--- src/rtl/txn_capture_pkg.sv ---
// txn_capture_pkg: shared record layout, FSM encoding and limits for the capture FIFO.
// Latency: n/a (types and constants only).
// Backpressure: n/a.
package txn_capture_pkg;

   // Default field widths; the top's parameters default to these.
   localparam int CAP_DATA_W = 32;
   localparam int CAP_SEQ_W  = 16;
   localparam int CAP_TS_W   = 32;

   // One captured handshake at the default widths. The top declares a
   // record of the same shape sized by its own parameters.
   typedef struct packed {
      logic [CAP_DATA_W-1:0] data;
      logic [CAP_SEQ_W-1:0]  seq;
      logic [CAP_TS_W-1:0]   ts;
   } txn_rec_t;

   // Encoding matches the state_o port: 0 IDLE, 1 RUN, 2 FLUSH.
   typedef enum logic [1:0] {
      CAP_IDLE  = 2'd0,
      CAP_RUN   = 2'd1,
      CAP_FLUSH = 2'd2
   } cap_state_e;

   // Dropped-record counter saturates here instead of wrapping.
   localparam logic [15:0] OVF_MAX = 16'hFFFF;

endpackage

--- src/rtl/txn_capture_mem.sv ---
// txn_capture_mem: DEPTH x W register array, one write port, one combinational read port.
// Latency: write lands on the clock edge; read data follows rd_addr_i combinationally.
// Backpressure: none; the caller decides when to write.
module txn_capture_mem #(
   parameter int W     = 80,
   parameter int DEPTH = 16
) (
   input  logic                     clk,
   input  logic                     wr_en_i,
   input  logic [$clog2(DEPTH)-1:0] wr_addr_i,
   input  logic [W-1:0]             wr_dat_i,
   input  logic [$clog2(DEPTH)-1:0] rd_addr_i,
   output logic [W-1:0]             rd_dat_o
);

   logic [W-1:0] mem_q [DEPTH];

   // Storage is not reset: the top masks the read data whenever the FIFO is empty.
   always_ff @(posedge clk) begin
      if (wr_en_i) begin
         mem_q[wr_addr_i] <= wr_dat_i;
      end
   end

   assign rd_dat_o = mem_q[rd_addr_i];

endmodule

--- src/rtl/txn_capture_fifo.sv ---
// txn_capture_fifo: stamps each snooped valid/ready handshake with seq + timestamp and buffers it (FWFT).
// Latency: a capture at edge N shows on out_* right after edge N when the FIFO was empty.
// Backpressure: out_ready low holds the head stable; captures into a full FIFO are dropped and counted.
// Optional build macro TXN_CAPTURE_PARITY_EN: per-entry even parity plus an out_par_err output.
module txn_capture_fifo
   import txn_capture_pkg::*;
#(
   parameter int DATA_W = CAP_DATA_W,
   parameter int DEPTH  = 16,
   parameter int TS_W   = CAP_TS_W,
   parameter int SEQ_W  = CAP_SEQ_W
) (
   input  logic                       clk,
   input  logic                       rst,
   input  logic                       enable,
   input  logic                       flush,
   input  logic                       mon_valid,
   input  logic                       mon_ready,
   input  logic [DATA_W-1:0]          mon_data,
   output logic                       out_valid,
   input  logic                       out_ready,
   output logic [DATA_W-1:0]          out_data,
   output logic [SEQ_W-1:0]           out_seq,
   output logic [TS_W-1:0]            out_ts,
   output logic [$clog2(DEPTH):0]     level,
   output logic [15:0]                overflow_cnt,
   output logic [1:0]                 state_o
`ifdef TXN_CAPTURE_PARITY_EN
   ,
   output logic                       out_par_err
`endif
);

   localparam int AW    = $clog2(DEPTH);
   localparam int LVL_W = AW + 1;
   localparam int REC_W = DATA_W + SEQ_W + TS_W;
`ifdef TXN_CAPTURE_PARITY_EN
   localparam int MEM_W = REC_W + 1;
`else
   localparam int MEM_W = REC_W;
`endif

   localparam logic [1:0] ST_IDLE  = CAP_IDLE;
   localparam logic [1:0] ST_RUN   = CAP_RUN;
   localparam logic [1:0] ST_FLUSH = CAP_FLUSH;

   typedef struct packed {
      logic [DATA_W-1:0] data;
      logic [SEQ_W-1:0]  seq;
      logic [TS_W-1:0]   ts;
   } rec_t;

   logic [1:0]       state_q,  state_d;
   logic [AW-1:0]    wr_ptr_q, wr_ptr_d;
   logic [AW-1:0]    rd_ptr_q, rd_ptr_d;
   logic [LVL_W-1:0] level_q,  level_d;
   logic [SEQ_W-1:0] seq_q,    seq_d;
   logic [15:0]      ovf_q,    ovf_d;
   logic [TS_W-1:0]  ts_q;

   logic             capture, pop, push, drop, full;
   rec_t             wr_rec, head_rec;
   logic [MEM_W-1:0] mem_wdat, mem_rdat;

   // flush wins over a same-cycle handshake, so it gates both sides here.
   assign full      = (level_q == LVL_W'(DEPTH));
   assign out_valid = (level_q != '0);
   assign capture   = mon_valid && mon_ready && enable && (state_q == ST_RUN) && !flush;
   assign pop       = out_valid && out_ready && !flush;
   // A full FIFO still accepts a capture when the head leaves in the same cycle.
   assign push      = capture && (!full || pop);
   assign drop      = capture && full && !pop;

   assign wr_rec = '{data: mon_data, seq: seq_q, ts: ts_q};

`ifdef TXN_CAPTURE_PARITY_EN
   logic head_par;
   assign mem_wdat    = {^mon_data, wr_rec};
   assign head_rec    = rec_t'(mem_rdat[REC_W-1:0]);
   assign head_par    = mem_rdat[REC_W];
   assign out_par_err = out_valid && ((^head_rec.data) != head_par);
`else
   assign mem_wdat = wr_rec;
   assign head_rec = mem_rdat;
`endif

   txn_capture_mem #(
      .W     (MEM_W),
      .DEPTH (DEPTH)
   ) u_mem (
      .clk       (clk),
      .wr_en_i   (push),
      .wr_addr_i (wr_ptr_q),
      .wr_dat_i  (mem_wdat),
      .rd_addr_i (rd_ptr_q),
      .rd_dat_o  (mem_rdat)
   );

   // Record fields read as zero while empty so stale storage never leaks out.
   assign out_data     = out_valid ? head_rec.data : '0;
   assign out_seq      = out_valid ? head_rec.seq  : '0;
   assign out_ts       = out_valid ? head_rec.ts   : '0;
   assign level        = level_q;
   assign overflow_cnt = ovf_q;
   assign state_o      = state_q;

   // FSM: flush from any state; FLUSH lasts one cycle and then follows enable.
   always_comb begin
      state_d = state_q;
      if (flush) begin
         state_d = ST_FLUSH;
      end else begin
         case (state_q)
            ST_IDLE:  if (enable)  state_d = ST_RUN;
            ST_RUN:   if (!enable) state_d = ST_IDLE;
            ST_FLUSH: state_d = enable ? ST_RUN : ST_IDLE;
            default:  state_d = ST_IDLE;
         endcase
      end
   end

   // Pointer, occupancy, sequence and loss bookkeeping; flush clears all but the timestamp.
   always_comb begin
      wr_ptr_d = wr_ptr_q;
      rd_ptr_d = rd_ptr_q;
      level_d  = level_q;
      seq_d    = seq_q;
      ovf_d    = ovf_q;
      if (flush) begin
         wr_ptr_d = '0;
         rd_ptr_d = '0;
         level_d  = '0;
         seq_d    = '0;
         ovf_d    = '0;
      end else begin
         if (push) wr_ptr_d = wr_ptr_q + AW'(1);
         if (pop)  rd_ptr_d = rd_ptr_q + AW'(1);
         if (push && !pop)      level_d = level_q + LVL_W'(1);
         else if (pop && !push) level_d = level_q - LVL_W'(1);
         // Dropped captures still consume a sequence number so the gap is visible.
         if (capture) seq_d = seq_q + SEQ_W'(1);
         if (drop && (ovf_q != OVF_MAX)) ovf_d = ovf_q + 16'd1;
      end
   end

   // State registers with synchronous reset; the timestamp free-runs from reset.
   always_ff @(posedge clk) begin
      if (rst) begin
         state_q  <= ST_IDLE;
         wr_ptr_q <= '0;
         rd_ptr_q <= '0;
         level_q  <= '0;
         seq_q    <= '0;
         ovf_q    <= '0;
         ts_q     <= '0;
      end else begin
         state_q  <= state_d;
         wr_ptr_q <= wr_ptr_d;
         rd_ptr_q <= rd_ptr_d;
         level_q  <= level_d;
         seq_q    <= seq_d;
         ovf_q    <= ovf_d;
         ts_q     <= ts_q + TS_W'(1);
      end
   end

endmodule

--- config.mk ---
export PLATFORM = sky130hd
export DESIGN_NAME = txn_capture_fifo
export DESIGN_NICKNAME = d
export VERILOG_FILES = /design/src/rtl/txn_capture_pkg.sv /design/src/rtl/txn_capture_mem.sv /design/src/rtl/txn_capture_fifo.sv
export SDC_FILE = /design/constraint.sdc
export NUM_CORES = 1
export LEC_CHECK = 0
export CORE_ASPECT_RATIO = 0.9
export CORE_MARGIN = 8
export CORE_UTILIZATION = 55
export CTS_CLUSTER_SIZE = 40
export DETAILED_ROUTE_END_ITERATION = 10
export GPL_TIMING_DRIVEN = 0
export PLACE_DENSITY = 0.85
export SYNTH_ARGS = -nofsm -noshare
export SYNTH_HDL_FRONTEND = slang
export SYNTH_HIERARCHICAL = 1
export SYNTH_SLANG_ARGS = --single-unit
--- constraint.sdc ---
create_clock -name clk -period 8.54 [get_ports clk]
set_input_delay 0.854 -clock clk [delete_from_list [all_inputs] [get_ports clk]]
set_output_delay 0.854 -clock clk [all_outputs]
set_load 0.01 [all_outputs]
# After elaboration in Yosys (flattened, before gate mapping)
# Memories as Yosys holds them, arrays and structs flattened. A register that Yosys moved wholly into a read port is not among the register bits.
# Index checks and enable logic that the tools add are counted.
# totals
register_bits	79
ramBits	1280
inputBits	39
out_inout_bits	104
elab_cells	61
memories	1
# op_classes
n_addsub	7
n_eq_ne	8
n_mux	14
n_reduce_logical	23
# memory_table
name	depth	word_bits	read_ports	rd_clocked_by_memory_dff	wr	line_no	rtl
u_mem.mem_q	16	80	1	1	1	txn_capture_mem.sv:16	logic [W-1:0] mem_q [DEPTH];
# op_table
operator	count
$mux W32	2
$add A16 B1 Y16 const B	2
$add A32 B1 Y32 const B	1
$mux W16	1
$ne A16 B16 Y1 const B	1
$logic_and A1 B1 Y1	12
$mux W5	2
$add A4 B1 Y4 const B	2
$mux W4	2
$mux W2	3
$ne A3 B3 Y1 const B	2
$pmux W2 S3	1
$add A5 B1 Y5 const B	1
$eq A5 B5 Y1 const B	1
$reduce_bool A5 Y1	1
$sub A5 B1 Y5 const B	1
$logic_not A1 Y1	4
$ne A2 B2 Y1 const B	2
$reduce_and A2 Y1	2
$mux W1	3
$eq A2 B1 Y1 const B	1
$eq A2 B2 Y1 const B	1
$logic_not A2 Y1	1
$reduce_bool A2 Y1	1
other kinds (2)	2

# Logic depth before layout (Yosys ltp)
# Gate-level depths: netlist (run 1).
# depth
ltp_word	9
depth_mapped	12
mapped_depth_nobuf	12

# Cells and area by module
# Netlist (run 1), hierarchy kept.
# by_module_without_submodules
mod	instances	cells_each	area_per_inst_um2	seq_area_each_um2
txn_capture_mem	1	1974	47820.9	38436.9
txn_capture_fifo	1	511	4222.8	1581.5

# Worst setup path after synthesis (run 1)
# No wires, ideal clock.
# synth_path
path_kind	input -> register
start	in enable
end	mem u_mem.mem_q[0][0], enable pin
setup_ps	616
arrival_ps	7540
required_ps	7924
path_slack_ps	384
stages	6
path_buffers	0
path_cell_list	nand4_2 nor3_4 nand2_1 inv_1 or3b_2 nor3_1
# synth_between
elab_chain_len	6
# synth_lines
element	line_no	rtl
start: declaration	txn_capture_fifo.sv:15	input logic enable,
$logic_and A1 B1 Y1 (3 in a row)	txn_capture_fifo.sv:68	assign capture = mon_valid && mon_ready && enable && (state_q == ST_RUN) && !flush;
$logic_and A1 B1 Y1	txn_capture_fifo.sv:71	assign push = capture && (!full || pop);
via push	txn_capture_fifo.sv:61	logic capture, pop, push, drop, full;
$mux W1	txn_capture_mem.sv:20	if (wr_en_i) begin
$mux W1 (implied by the code)	txn_capture_mem.sv:21	mem_q[wr_addr_i] <= wr_dat_i;
end: declaration	txn_capture_mem.sv:16	
# The timed path passes the listed nets, and every way through them passes these cells.

==> results of run 1 <==
## power breakdown
| group | internal (mW) | total, mW | switching [mW] |
|---|---|---|---|
| logic | 0.0386 | 0.108 | 0.0695 |
| clock network | 3.41 | 5.97 | 2.56 |
| registers | 7.22 | 7.23 | 0.00764 |
## through the flow
| step | hold slack [ns] | worst slack, ns | instance area (sq um) | setup TNS, ns |
|---|---|---|---|---|
| 2_1_floorplan | 0.5047 | 0.3841 | 52040 | 0 |
| 3_3_place_gp | 0.4779 | -6.703 | 55020 | -3448.44 |
| 3_5_place_dp | 0.5184 | 3.664 | 56500 | 0 |
| 4_1_cts | 0.5282 | 3.494 | 60930 | 0 |
| 5_1_grt | 0.5728 | 3.340 | 60930 | 0 |
| 6_report | 0.5421 | 3.363 | 60940 | 0 |
## how the worst max path moves through the flow
stage           startpoint            endpoint  slack (ns)  cells after the start
2_1_floorplan       enable   u_mem/mem_q[0][0]        0.38                      6
3_3_place_gp        enable  u_mem/mem_q[0][52]       -6.70                      7
3_5_place_dp        enable  u_mem/mem_q[1][52]        3.66                     11
4_1_cts        rd_ptr_q[1]           out_ts[7]        3.49                      8
5_1_grt        rd_ptr_q[1]           out_ts[5]        3.34                      8
6_report       rd_ptr_q[1]           out_ts[7]        3.36                      8
## registers in the layout (all words and copies together) (netlist names)
register	cells
state_o	2
rd_ptr_q	4
seq_q	16
u_mem/mem_q	1280
ts_q	32
level	5
overflow_cnt	16
wr_ptr_q	4
## per-layer routing
metal / global-route usage [%] / up-vias / part of all wire (%)
met2: 45.30 / 2564 / 50
met5: 0 / - / 0.020
li1: - / 11010 / -
met1: 31.63 / 14650 / 32
met4: 14.23 / 4 / 6.0
met3: 6.408 / 611 / 12
## cells by family (layout without fill, tap and decap cells)
logic type	Yosys count	count (layout)
buf+inv	146	614
xor+xnor	51	51
flops	1359	1359
fa+ha+maj	10	10
simple gates	387	387
compound gates	209	209
mux	323	323
other cells	0	7
## Yosys cell counts (18+ instances only)
library cell     n  area share (%)
nand2_1        110            0.79
mux4_2         320              14
buf_1           28            0.20
a22oi_1        160             2.3
nor2_1          72            0.52
buf_2           28            0.27
a21oi_1         22            0.21
edfxtp_1      1280              74
o21ai_0         18            0.17
dfxtp_1         79             3.0
nand3_1         30            0.29
xor2_1          32            0.54
xnor2_1         19            0.32
clkbuf_1        58            0.42
and2_1          86             1.0
## worst max-delay path, cell delays in order, from the launching register on
cell and delay [ns]:
dfxtp_1 0.38, buf_2 0.20, buf_2 0.40, buf_1 0.93, mux4_2 0.46, a22oi_1 0.11
nand2_1 0.12, and2_1 0.35, clkdlybuf4s50_1 0.62
## area by class of cell
type	count	area share (%)
Antenna cell	7	0.02874
Inverter	12	0.07391
Clock buffer	170	5.820
Timing Repair Buffer	222	4.552
Sequential cell	1359	65.66
Buffer	134	1.109
Tap cell	1253	2.572
Clock inverter	76	1.451
Multi-Input combinational cell	980	18.73
==> flow_summary_export.csv, run 1 <==
group,metric,value,unit
setup_path,setup.reg_to_reg.worst_slack,4.39,ns
clock_network,postCtsHoldBufs,0,
floorplan,core,94250,sq um
sta,slew_violations,0,
grt,grt_overflow_total,0,
worst_hold_path,hold_path_end,"overflow_cnt[3]",
synthesis,yosys-mux-area-fraction,13.91,%
setup_path,worst-path-max-fanout,10,
clock_network,worstSkewPairLatency,0.75,ns
clock_network,post_cts.resized_instances,0,
sta,setup_violations,0,
routing,route.detailed.vias_per_inst,6.845,
synthesis,syn-num-nets,2534,
synthesis,netlist_area,52040,sq um
placement,numPlacedInstances,3960,
floorplan,initial_core_util,55.22,%
grt,antenna_found_initial,8,
sta,skew,0.03539,ns
grt,global_route.usage.total,26.66,%
final_layout,multi_input_comb_area,11410,sq um
setup_path,worst-r2r-cell-count,11,
clock_network,h-tree-depth,4,
placement,numPortBuffers,141,
worst_hold_path,min_path_type,"flip-flop to flip-flop",
sta,max_slew.worst_pin.slew,1.367,ns
final_layout,layout.core_utilization,64.66,%
sta,slew-limit-headroom,8.545,%
synthesis,synth_seq_area_share,76.89,%
final_layout,mostFrequentLayoutCells,"edfxtp_1, mux4_2, a22oi_1",
floorplan,num_io_pins,143,
synthesis,post_synth.cell_area_avg,20.94,sq um
run_status,status,"complete, no violations",
floorplan,chipWidth,340.3,um
routing,wire_length_per_cell_after_detailed_routing,33.65,um
grt,grt_first_pass_wirelength,203200,um
clock_network,path_clk_slew,0.06,ns
synthesis,ys_seq_elements,1359,
routing,drc,0,
synthesis,synth.lib_cells_used.distinct,48,
power,post-layout-total-power,13.31,mW
synthesis,synth_compound_area_share,2.849,%
final_layout,layout-drive-gt1-share,22.89,%
synthesis,netlist_instances,2485,
synthesis,ys.flop_type,"edfxtp_1",
sta,min_period_over_period,60.62,%
worst_hold_path,hold_path_startpoint,"overflow_cnt[3]",
setup_path,worst_setup_path_end_kind,"output pin",
clock_network,numClockSinks,1359,
sta,rsz0062_at_grt,"false",
setup_path,r2r-start,"state_o[0]",
power,power.leakage,19.05,nW
synthesis,largest_family_of_logic_cells_by_synthesized_area,"multiplexers",
synthesis,adder_cell_share_of_the_synthesized_area,0.2548,%
setup_path,cp_data_arrival_time,4.32,ns
synthesis,synth_edf_count,1280,
placement,detailed_place_hpwl,80850,um
clock_network,cts_tree,"yes",
setup_path,startpoint_type,"flip-flop",
routing,drt-initial-drc-count,4305,
final_layout,finalNetCount,2891,
power,worst_ir_drop_vdd,0.2188,mV
routing,number_of_iterations_in_the_first_detailed_routing_pass,5,
final_layout,n_fill_cell,5583,
setup_path,capture_instance_of_the_worst_register_to_register_path,"u_mem/mem_q[8][52]",
floorplan,die_y,307.8,um
sta,timing.final.crit_period,5.177,ns
clock_network,clock_path_buffers,3,
synthesis,yosysWarningCount,6,
sta,peak_freq,0.1932,GHz
routing,detail-route-antenna-nets,0,
final_layout,layout.cells.most_common,"edfxtp_1",
clock_network,cts_root_buffer_type,"clkbuf_16",
worst_hold_path,hold_depth,2,
clock_network,cts_post_setup_buffers_inserted,0,
synthesis,synth_simple_gate_area_share,3.854,%
final_layout,post_layout_nonfiller_instances,4213,
floorplan,dieArea,104700,sq um
power,cellPowerDensity,218.4,nW/um^2
routing,totalWireLength,141800,um
setup_path,critPathRequiredTime,7.69,ns
final_layout,footprint_of_the_flip_flops_and_latches,40020,sq um
placement,gp_congestion,0.7799,
clock_network,cts_inserted_buffers,133,
synthesis,synthXorXnorAreaFrac,0.8583,%
grt,via_count_of_the_first_global_routing_pass,30060,
grt,grt_start_max_net_pins,26,
floorplan,rows,107,
synthesis,synth-async-reset-ratio,0,%
setup_path,timing_worst_setup_path_type,"flip-flop to output pin",
final_layout,layout-area-overhead-vs-synth,17.10,%
run,cap_violations,0,
routing,vias,28840,
sta,final_hold_viol_count,0,
Power figures use the tool's default switching activity.
==> inputs of run 2 (changes only) <==
--- a/config.mk
+++ b/config.mk
@@ -7,11 +7,11 @@
 export LEC_CHECK = 0
 export CORE_ASPECT_RATIO = 0.9
 export CORE_MARGIN = 8
-export CORE_UTILIZATION = 55
+export CORE_UTILIZATION = 61
 export CTS_CLUSTER_SIZE = 40
 export DETAILED_ROUTE_END_ITERATION = 10
 export GPL_TIMING_DRIVEN = 0
-export PLACE_DENSITY = 0.85
+export PLACE_DENSITY = 0.89
 export SYNTH_ARGS = -nofsm -noshare
 export SYNTH_HDL_FRONTEND = slang
 export SYNTH_HIERARCHICAL = 1
==> constraint.sdc (replaced) <==
create_clock -name clk -period 5.3 [get_ports clk]
set_input_delay 0.53 -clock clk [delete_from_list [all_inputs] [get_ports clk]]
set_output_delay 0.53 -clock clk [all_outputs]
set_load 0.01 [all_outputs]
==> flow_summary_export.csv, run 2 (synthesized netlist as in run 1, its figures left out) <==
group,metric,value,unit
setup_path,critPathRequiredTime,4.77,ns
floorplan,initial_core_util,61.65,%
final_layout,flip_flop_count_of_the_largest_register_after_layout,1280,
placement,gp_congestion,0.8019,
floorplan,chipWidth,323.9,um
clock_network,clock_path_buffers,3,
sta,timing.final.crit_period,4.917,ns
sta,min_period_over_period,92.77,%
clock_network,numClockSinks,1359,
grt,via_count_of_the_first_global_routing_pass,30400,
grt,grt_first_pass_wirelength,206800,um
final_layout,layout-drive-gt1-share,22.47,%
power,worst_ir_drop_vdd,0.2827,mV
floorplan,dieArea,94930,sq um
sta,setup_slack,0.3831,ns
sta,peak_freq,0.2034,GHz
clock_network,postCtsHoldBufs,0,
clock_network,post_cts.resized_instances,0,
sta,timing.setup.tns,0,ns
floorplan,die_y,293.1,um
setup_path,timing_worst_setup_path_type,"flip-flop to output pin",
clock_network,worstSkewPairLatency,0.75,ns
run_status,status,"complete, no violations",
power,cellPowerDensity,350.6,nW/um^2
placement,pre_cts_slack,0.9372,ns
routing,number_of_iterations_in_the_first_detailed_routing_pass,7,
clock_network,cts_tree,"yes",
clock_network,cts_root_buffer_type,"clkbuf_16",
worst_hold_path,hold_path_end,"state_o[1]",
routing,wire_length_per_cell_after_detailed_routing,35.77,um
clock_network,cts_inserted_buffers,130,
sta,max_slew.worst_pin.slew,1.367,ns
worst_hold_path,min_path_type,"input port to flip-flop",
clock_network,path_clk_slew,0.07,ns
routing,route.detailed.vias_per_inst,7.192,
floorplan,rows,101,
grt,grt_start_max_net_pins,28,
final_layout,biggestRegsByFlops,"u_mem/mem_q x1280, ts_q x32",
sta,setup_violations,0,
final_layout,mostFrequentLayoutCells,"edfxtp_1, mux4_2, a22oi_1",
setup_path,capture_instance_of_the_worst_register_to_register_path,"u_mem/mem_q[0][49]",
routing,drt-initial-drc-count,4922,
routing,detail-route-antenna-nets,0,
floorplan,core,84420,sq um
routing,totalWireLength,145300,um
final_layout,layout-area-overhead-vs-synth,16.56,%
clock_network,cts_post_setup_buffers_inserted,0,
setup_path,r2r-start,"state_o[0]",
grt,grt_overflow_total,0,
sta,skew,0.02645,ns
power,power.leakage,18.86,nW
sta,slew-limit-headroom,8.511,%
setup_path,worst_setup_path_end_kind,"output pin",
final_layout,finalNetCount,2870,
clock_network,h-tree-depth,4,
final_layout,largest_register,"u_mem/mem_q",
sta,slew_violations,0,
placement,numPortBuffers,141,
sta,final_hold_viol_count,0,
floorplan,num_io_pins,143,
setup_path,cp_data_arrival_time,4.39,ns
final_layout,layout.core_utilization,71.86,%
sta,rsz0062_at_grt,"false",
power,post-layout-total-power,21.27,mW
routing,drc,0,
setup_path,worst-r2r-cell-count,10,
setup_path,startpoint_type,"flip-flop",
grt,antenna_found_initial,7,
placement,detailed_place_hpwl,82890,um
grt,global_route.usage.total,30.39,%
setup_path,setup.reg_to_reg.worst_slack,1.45,ns
final_layout,layout.cells.most_common,"edfxtp_1",
worst_hold_path,hold_depth,2,
worst_hold_path,hold_path_startpoint,"rst",
routing,vias,29220,
run,cap_violations,0,
setup_path,worst-path-max-fanout,10,
## run 2: worst max-delay path by stage
stage                     slack (ns)  depth (start not counted)            endpoint   startpoint
after CTS                       0.50                          8         out_seq[12]  rd_ptr_q[1]
after detailed placement        0.94                         11  u_mem/mem_q[0][58]       enable
after global placement         -4.94                          7  u_mem/mem_q[3][51]       enable
after global routing            0.36                          8         out_seq[15]  rd_ptr_q[1]
after floorplan                -0.39                          6   u_mem/mem_q[1][0]       enable
final                           0.38                          8         out_seq[12]  rd_ptr_q[1]
## run 2: layout make-up
cell class | count | area [sq um]
Inverter | 12 | 45.04
Antenna cell | 5 | 12.51
Timing Repair Buffer | 204 | 2761
Buffer | 134 | 675.6
Sequential cell | 1359 | 40020
Tap cell | 1133 | 1418
Fill cell | 4396 | 23750
Clock inverter | 75 | 780.7
Clock buffer | 160 | 3511
Multi-Input combinational cell | 980 | 11440
## run 2: per-stage QoR
step	std cells	instance area, sq um	hold WS, ns
after floorplan	2485	52090	0.5047
after global placement	3759	54920	0.4795
after detailed placement	3822	56360	0.4972
after CTS	4057	60650	0.2943
after global routing	4059	60650	0.3547
final	4062	60660	0.3629
## run 2: worst max-delay path: stages (launching register included)
cell and delay (ns):
dfxtp_1 0.42, buf_2 0.20, buf_2 0.52, buf_1 0.85, mux4_2 0.45, a22oi_1 0.30, nand2_1 0.19, and2_1 0.19
clkdlybuf4s50_1 0.51
## run 2: per-layer routing
metal	vias up	part of all wire (%)	track usage [%]
li1	10960	-	-
met1	14740	31	35.59
met2	2833	50	50.95
met3	674	13	8.246
met4	6	6.5	17.04
met5	-	0.023	0
## run 2: power breakdown
group	switching, mW	total, mW	internal (mW)
combinational	0.110	0.173	0.0625
clock	4.07	9.45	5.38
sequential	0.0138	11.6	11.6
total	4.19	21.3	17.1
